==> config.mk <==
export PLATFORM = sky130hd
export DESIGN_NAME = pixel_writer_flat
export DESIGN_NICKNAME = d
export VERILOG_FILES = /design/src/rtl/pixel_writer_if.sv /design/src/rtl/pixel_writer.sv /design/src/flat_wrapper.sv
export SDC_FILE = /design/constraint.sdc
export NUM_CORES = 1
export LEC_CHECK = 0
export BUFFER_PORTS_ARGS = -buffer_cell sky130_fd_sc_hd__buf_2
export CAP_MARGIN = 20
export CORE_MARGIN = 2
export CORE_UTILIZATION = 45
export CTS_CLUSTER_SIZE = 25
export DETAILED_ROUTE_END_ITERATION = 6
export SYNTH_ARGS = -nofsm -noshare
export SYNTH_HDL_FRONTEND = slang
export SYNTH_SLANG_ARGS = --single-unit
==> constraint.sdc <==
create_clock -name clk -period 5.4 [get_ports clk]
set_input_delay 0.27 -clock clk [delete_from_list [all_inputs] [get_ports clk]]
set_output_delay 0.27 -clock clk [all_outputs]
set_load 0.02 [all_outputs]
==> src/rtl/pixel_writer_if.sv <==
// Pixel input and framebuffer write port bundle for pixel_writer.
// The slave side is the writer itself; the master side drives pixels and acks.
interface pixel_writer_if;
    logic [23:0] kbus;
    logic        pix_tgl;
    logic [15:0] fb_addr;
    logic [7:0]  fb_data;
    logic        fb_we;
    logic        fb_ack;
    logic        busy;
    logic [4:0]  count;
    logic        overflow;
    logic [7:0]  clip_cnt;

    modport slave (
        input  kbus,
        input  pix_tgl,
        input  fb_ack,
        output fb_addr,
        output fb_data,
        output fb_we,
        output busy,
        output count,
        output overflow,
        output clip_cnt
    );

    modport master (
        output kbus,
        output pix_tgl,
        output fb_ack,
        input  fb_addr,
        input  fb_data,
        input  fb_we,
        input  busy,
        input  count,
        input  overflow,
        input  clip_cnt
    );
endinterface

==> src/rtl/pixel_writer.sv <==
// Toggle-strobed pixel capture with clipping, a small FIFO and a held-request
// framebuffer write port. All outputs are registered.
module pixel_writer #(
    parameter int unsigned DEPTH = 8,
    parameter int unsigned XRES  = 160,
    parameter int unsigned YRES  = 120
) (
    input  logic           clk,
    input  logic           rst,
    pixel_writer_if.slave  bus
);
    localparam int unsigned PtrW    = (DEPTH > 1) ? $clog2(DEPTH) : 1;
    localparam logic [4:0]  FullCnt = 5'(DEPTH);
    localparam logic [8:0]  XLim    = 9'(XRES);
    localparam logic [8:0]  YLim    = 9'(YRES);

    typedef enum logic {StIdle, StWrite} state_e;

    state_e            state_q, state_d;
    logic              tgl_q;
    logic [PtrW-1:0]   wr_ptr_q, wr_ptr_d;
    logic [PtrW-1:0]   rd_ptr_q, rd_ptr_d;
    logic [PtrW-1:0]   rd_nxt;
    logic [4:0]        count_q, count_d;
    logic [15:0]       fb_addr_q, fb_addr_d;
    logic [7:0]        fb_data_q, fb_data_d;
    logic              fb_we_q, fb_we_d;
    logic              busy_q, busy_d;
    logic              overflow_q, overflow_d;
    logic [7:0]        clip_cnt_q, clip_cnt_d;
    logic [23:0]       mem_q [DEPTH];
    logic [23:0]       mem_d [DEPTH];

    logic              new_pix;
    logic              clipped;
    logic              pop;
    logic              push;
    logic [23:0]       entry;
    logic              present;

    always_comb begin
        state_d    = state_q;
        wr_ptr_d   = wr_ptr_q;
        rd_ptr_d   = rd_ptr_q;
        fb_addr_d  = fb_addr_q;
        fb_data_d  = fb_data_q;
        fb_we_d    = fb_we_q;
        overflow_d = overflow_q;
        clip_cnt_d = clip_cnt_q;
        mem_d      = mem_q;
        entry      = mem_q[rd_ptr_q];
        present    = 1'b0;
        rd_nxt     = rd_ptr_q + PtrW'(1);

        new_pix = (bus.pix_tgl != tgl_q);
        clipped = ({1'b0, bus.kbus[23:16]} >= XLim) || ({1'b0, bus.kbus[15:8]} >= YLim);
        pop     = (state_q == StWrite) && bus.fb_ack;
        // A full FIFO still accepts when the head leaves at the same edge.
        push    = new_pix && !clipped && ((count_q != FullCnt) || pop);

        if (new_pix && clipped && (clip_cnt_q != 8'hFF)) begin
            clip_cnt_d = clip_cnt_q + 8'd1;
        end
        if (new_pix && !clipped && !push) begin
            overflow_d = 1'b1;
        end

        if (push) begin
            mem_d[wr_ptr_q] = bus.kbus;
            wr_ptr_d        = wr_ptr_q + PtrW'(1);
        end
        if (pop) begin
            rd_ptr_d = rd_nxt;
        end
        count_d = count_q + {4'b0, push} - {4'b0, pop};

        unique case (state_q)
            StIdle: begin
                if (count_q != 5'd0) begin
                    state_d = StWrite;
                    fb_we_d = 1'b1;
                    present = 1'b1;
                end
            end
            StWrite: begin
                if (pop) begin
                    if (count_d != 5'd0) begin
                        // With only the head stored, the survivor is the pixel arriving now.
                        entry   = (count_q > 5'd1) ? mem_q[rd_nxt] : bus.kbus;
                        present = 1'b1;
                    end else begin
                        state_d = StIdle;
                        fb_we_d = 1'b0;
                    end
                end
            end
            default: state_d = StIdle;
        endcase

        if (present) begin
            fb_addr_d = {entry[15:8], entry[23:16]};
            fb_data_d = entry[7:0];
        end

        busy_d = (count_d != 5'd0) || fb_we_d;
    end

    always_ff @(posedge clk) begin
        tgl_q <= bus.pix_tgl;
        if (rst) begin
            state_q    <= StIdle;
            wr_ptr_q   <= '0;
            rd_ptr_q   <= '0;
            count_q    <= '0;
            fb_addr_q  <= '0;
            fb_data_q  <= '0;
            fb_we_q    <= 1'b0;
            busy_q     <= 1'b0;
            overflow_q <= 1'b0;
            clip_cnt_q <= '0;
        end else begin
            state_q    <= state_d;
            wr_ptr_q   <= wr_ptr_d;
            rd_ptr_q   <= rd_ptr_d;
            count_q    <= count_d;
            fb_addr_q  <= fb_addr_d;
            fb_data_q  <= fb_data_d;
            fb_we_q    <= fb_we_d;
            busy_q     <= busy_d;
            overflow_q <= overflow_d;
            clip_cnt_q <= clip_cnt_d;
        end
    end

    // Storage needs no reset; pointers and count define validity.
    always_ff @(posedge clk) begin
        mem_q <= mem_d;
    end

    assign bus.fb_addr  = fb_addr_q;
    assign bus.fb_data  = fb_data_q;
    assign bus.fb_we    = fb_we_q;
    assign bus.busy     = busy_q;
    assign bus.count    = count_q;
    assign bus.overflow = overflow_q;
    assign bus.clip_cnt = clip_cnt_q;

endmodule

==> src/flat_wrapper.sv <==
// flat-port wrapper written by rule: the top's interface ports become plain ports
module pixel_writer_flat 
#(
    parameter int unsigned DEPTH = 8,
    parameter int unsigned XRES  = 160,
    parameter int unsigned YRES  = 120
)
  (clk, rst, bus_kbus, bus_pix_tgl, bus_fb_ack, bus_fb_addr, bus_fb_data, bus_fb_we, bus_busy, bus_count, bus_overflow, bus_clip_cnt);
  pixel_writer_if bus_i ();
  input  logic clk;
  input  logic rst;
  input wire logic [$bits(bus_i.kbus)-1:0] bus_kbus;
  input wire logic [$bits(bus_i.pix_tgl)-1:0] bus_pix_tgl;
  input wire logic [$bits(bus_i.fb_ack)-1:0] bus_fb_ack;
  output wire logic [$bits(bus_i.fb_addr)-1:0] bus_fb_addr;
  output wire logic [$bits(bus_i.fb_data)-1:0] bus_fb_data;
  output wire logic [$bits(bus_i.fb_we)-1:0] bus_fb_we;
  output wire logic [$bits(bus_i.busy)-1:0] bus_busy;
  output wire logic [$bits(bus_i.count)-1:0] bus_count;
  output wire logic [$bits(bus_i.overflow)-1:0] bus_overflow;
  output wire logic [$bits(bus_i.clip_cnt)-1:0] bus_clip_cnt;
  assign bus_i.kbus = bus_kbus;
  assign bus_i.pix_tgl = bus_pix_tgl;
  assign bus_i.fb_ack = bus_fb_ack;
  assign bus_fb_addr = bus_i.fb_addr;
  assign bus_fb_data = bus_i.fb_data;
  assign bus_fb_we = bus_i.fb_we;
  assign bus_busy = bus_i.busy;
  assign bus_count = bus_i.count;
  assign bus_overflow = bus_i.overflow;
  assign bus_clip_cnt = bus_i.clip_cnt;
  pixel_writer #(.DEPTH(DEPTH), .XRES(XRES), .YRES(YRES)) u_core (.clk(clk), .rst(rst), .bus(bus_i));
endmodule
==> out/metrics.csv <==
stage;metric;value;unit
global_route;Tot GR Track Use;21.29;%
routing;number of vias per cell;5.969;
layout;Storage cell area;0.006729;mm2
routing;initial drt markers;580;
timing;unrepaired setup endpoints after global routing;no;
clock_network;clock root cell;clkbuf_16;
run;max_cap viols;0;
global_route;first-pass GRT wire length;42760;um
floorplanning;# rows;58;
synthesis;most frequent cells after synthesis;192 x edfxtp_1, 96 x mux2i_1, 61 x nand2_1, 48 x a22oi_1, 48 x dfxtp_1;
synthesis;top_reg_cell synth;edfxtp_1;
setup_path;worst setup path class;in2reg;
timing;final hold violation count;0;
synthesis;syn_nets;796;
layout;Nets;861;
power;maximum VDD drop;0.3063;mV
setup_path;worst reg2reg path startpoint;u_core.tgl_q$_DFF_P_;
global_route;global route overflow;0;
routing;detailed-route wire length;28260;um
routing;number of remaining DRC errors;0;
timing;fmax;247.9;MHz
setup_path;Setup crit end kind;flip-flop;
timing;crit path time final;4.035;ns
clock_network;clock sink count;240;
min_path;Min-Delay Endpoint;u_core.mem_q[103]$_DFFE_PP_;
timing;Slew Viols, Final;0;
setup_path;Critical Path Max Stage Delay;0.85;ns
setup_path;Critical Path Start Type;input port;
timing;Slew @ Worst Pin;1.072;ns
clock_network;Clock Latency Late Sink;0.52;ns
synthesis;post-synth top area share;50.10;%
synthesis;ranking of synthesized cells by area;edfxtp_1 50%, mux4_1 10%, dfxtp_1 8.4%;
floorplanning;core area;0.02511;mm2
min_path;Worst Hold Launch;bus_kbus[7];
timing;relative slew slack;28.54;%
power;total power;0.005839;W
routing;drt pass-1 iters;6;
setup_path;cells on worst reg2reg path;10;
min_path;Hold/Removal Path Class;in2reg;
clock_network;# resized after CTS;0;
setup_path;most numerous cell on the critical path;xnor2_1;
timing;fin crit share;74.71;%
synthesis;synthesized area;0.01151;mm2
setup_path;CP delay by family, top;compound AO/OA/AOI/OAI gates;
synthesis;cell taking the most area after synthesis;edfxtp_1;
min_path;Hold Crit Depth;1;
global_route;largest net degree at the start of global routing;57;
placed_design;GPL Wtd Cong;0.7744;
setup_path;CP required;5.76;ns
clock_network;CTS tree;built;
global_route;vias in the first global route;7306;
setup_path;R2R setup slack;1.45;ns
synthesis;Syn. warnings;0;
synthesis;register bit total from synthesis;240;
floorplanning;Initial Util;45.83;%
timing;setup violators final;0;
synthesis;Mean Syn Cell Area;15.24;um2
setup_path;CP arrival;4.40;ns
timing;Final TNS setup;0;ns
layout;area grow syn2layout;13.84;%
routing;via count;6984;
layout;area of the multi-input gates;0.004517;mm2
clock_network;Clock Pin Slew Worst Setup and Hold Paths;0.06;ns
clock_network;CTS max path bufs;3;
floorplanning;die height;163.9;um
floorplanning;io pins;68;
layout;n_diodes;0;
power;PD cells;445.7;mW/mm2
power;leakage power;4.369;nW
timing;Worst Clk Skew;0.007849;ns
synthesis;post-synthesis sequential area ratio;58.45;%
routing;ANT nets after route;0;
synthesis;top-count cell post-synth;edfxtp_1;
setup_path;worst path bufs/invs;3;
clock_network;H-tree Lvls;1;
synthesis;Distinct cells, synth;49;
placed_design;DP HPWL;16490;um
placed_design;port bufs;67;
setup_path;slowest CP cell;a311o_2;
layout;Final Util;52.17;%
floorplanning;Die W;163.9;um
timing;WHS;0.02617;ns
floorplanning;Die Footprint;0.02687;mm2
setup_path;critical-path cell list;dlygate4sd3_1 -> buf_2 -> xnor2_1 -> nor3_2 -> nand2_1 -> inv_2 -> ha_1 -> fa_1 -> xnor2_1 -> nor3_1 -> a311o_2 -> o221ai_1;
global_route;antenna violations before repair;0;
synthesis;Syn Inst Count;755;
layout;fillers;2143;
status;status;completed;
setup_path;CP Max Fanout;24;
routing;routed len/inst;24.15;um
synthesis;asr flop ratio synth;0;%
setup_path;RR Endpoint;u_core.bus.fb_addr[0]$_SDFFE_PP0P_;
clock_network;clock buffer count from CTS;26;
layout;share of cells above drive strength 1;22.38;%
synthesis;Post-synth EDFFs;192;
report_power, final:
group	internal, W	total (W)	switching [W]
combinational	0.000736	0.00185	0.00111
clock	0.00109	0.00178	0.000685
sequential	0.00211	0.00221	0.0000998
total	0.00394	0.00584	0.00190
worst register-to-register path: stages, from the launching register on:
cell and delay (ns):
dfxtp_1 0.31, xnor2_1 0.64, nor3_2 0.15, nand2_1 0.24, inv_2 0.10, ha_1 0.22
fa_1 0.41, xnor2_1 0.17, nor3_1 0.47, a311o_2 0.85, o221ai_1 0.23
kinds of logic after synthesis:
kind of cell    count (synthesis)  synth area share, %
compound gates                116                8.275
xor+xnor                       17                1.359
fa+ha+maj                      13                1.479
buf+inv                        63                3.110
flops                         240                58.45
mux                           168                21.56
simple gates                  138                5.763
sequential cells by signal (all words and copies together), names as in the netlist, 3 cells and up:
name                 cells
u_core.bus.fb_addr      16
u_core.mem_q           192
u_core.bus.clip_cnt      8
u_core.bus.fb_data       8
u_core.rd_ptr_q          3
u_core.wr_ptr_q          3
u_core.bus.count         5
final cells by class:
type	instances	share of cell area, %
Sequential cell	240	51.37
Multi-Input combinational cell	452	34.48
Clock buffer	42	5.740
Timing Repair Buffer	90	4.145
Tap cell	330	3.152
Clock inverter	6	0.8309
Inverter	10	0.2865
layout by cell type (no fill, tap or decap), drive strengths merged, types with 26 or more instances in the layout:
cell type  Yosys  routed
a22oi         48      48
a31oi         26      26
buf           38      89
clkbuf        15      42
dfxtp         48      48
edfxtp       192     192
mux2i         96      96
mux4          48      48
nand2         61      61
nor2b         27      27
how the worst max path moves through the flow:
stage / startpoint / to / depth (start not counted)
finish: bus_pix_tgl / u_core.bus.fb_addr[0]$_SDFFE_PP0P_ / 12
global route: bus_pix_tgl / u_core.bus.fb_addr[9]$_SDFFE_PP0P_ / 12
CTS: bus_pix_tgl / u_core.bus.fb_addr[0]$_SDFFE_PP0P_ / 12
detailed placement: bus_pix_tgl / u_core.bus.fb_addr[0]$_SDFFE_PP0P_ / 11
global placement: bus_pix_tgl / u_core.bus.fb_addr[6]$_SDFFE_PP0P_ / 11
floorplan: u_core.bus.count[2]$_SDFF_PP0_ / u_core.mem_q[144]$_DFFE_PP_ / 5
through the flow:
stage,std cells,instance area (um2),setup slack (ns)
3_5_place_dp,1121,12230,1.361
5_1_grt,1170,13100,1.141
2_1_floorplan,755,11510,1.357
3_3_place_gp,1120,12200,1.564
4_1_cts,1170,13100,1.385
6_report,1170,13100,1.365
layer usage:
metal | vias to the layer above | GRT usage, % | part of all wire [%]
li1 | 3171 | - | -
met1 | 3556 | 27.66 | 42
met2 | 202 | 37.32 | 50
met3 | 55 | 3.030 | 5.3
met4 | 0 | 6.061 | 2.5
met5 | - | 0 | 0
timing repair:
item	4_1_cts	5_1_grt
buffers inserted	0	0
endpoints found under the hold margin	1	0
hold buffers	1	0
Note: power is estimated with default switching activity, not from simulation.
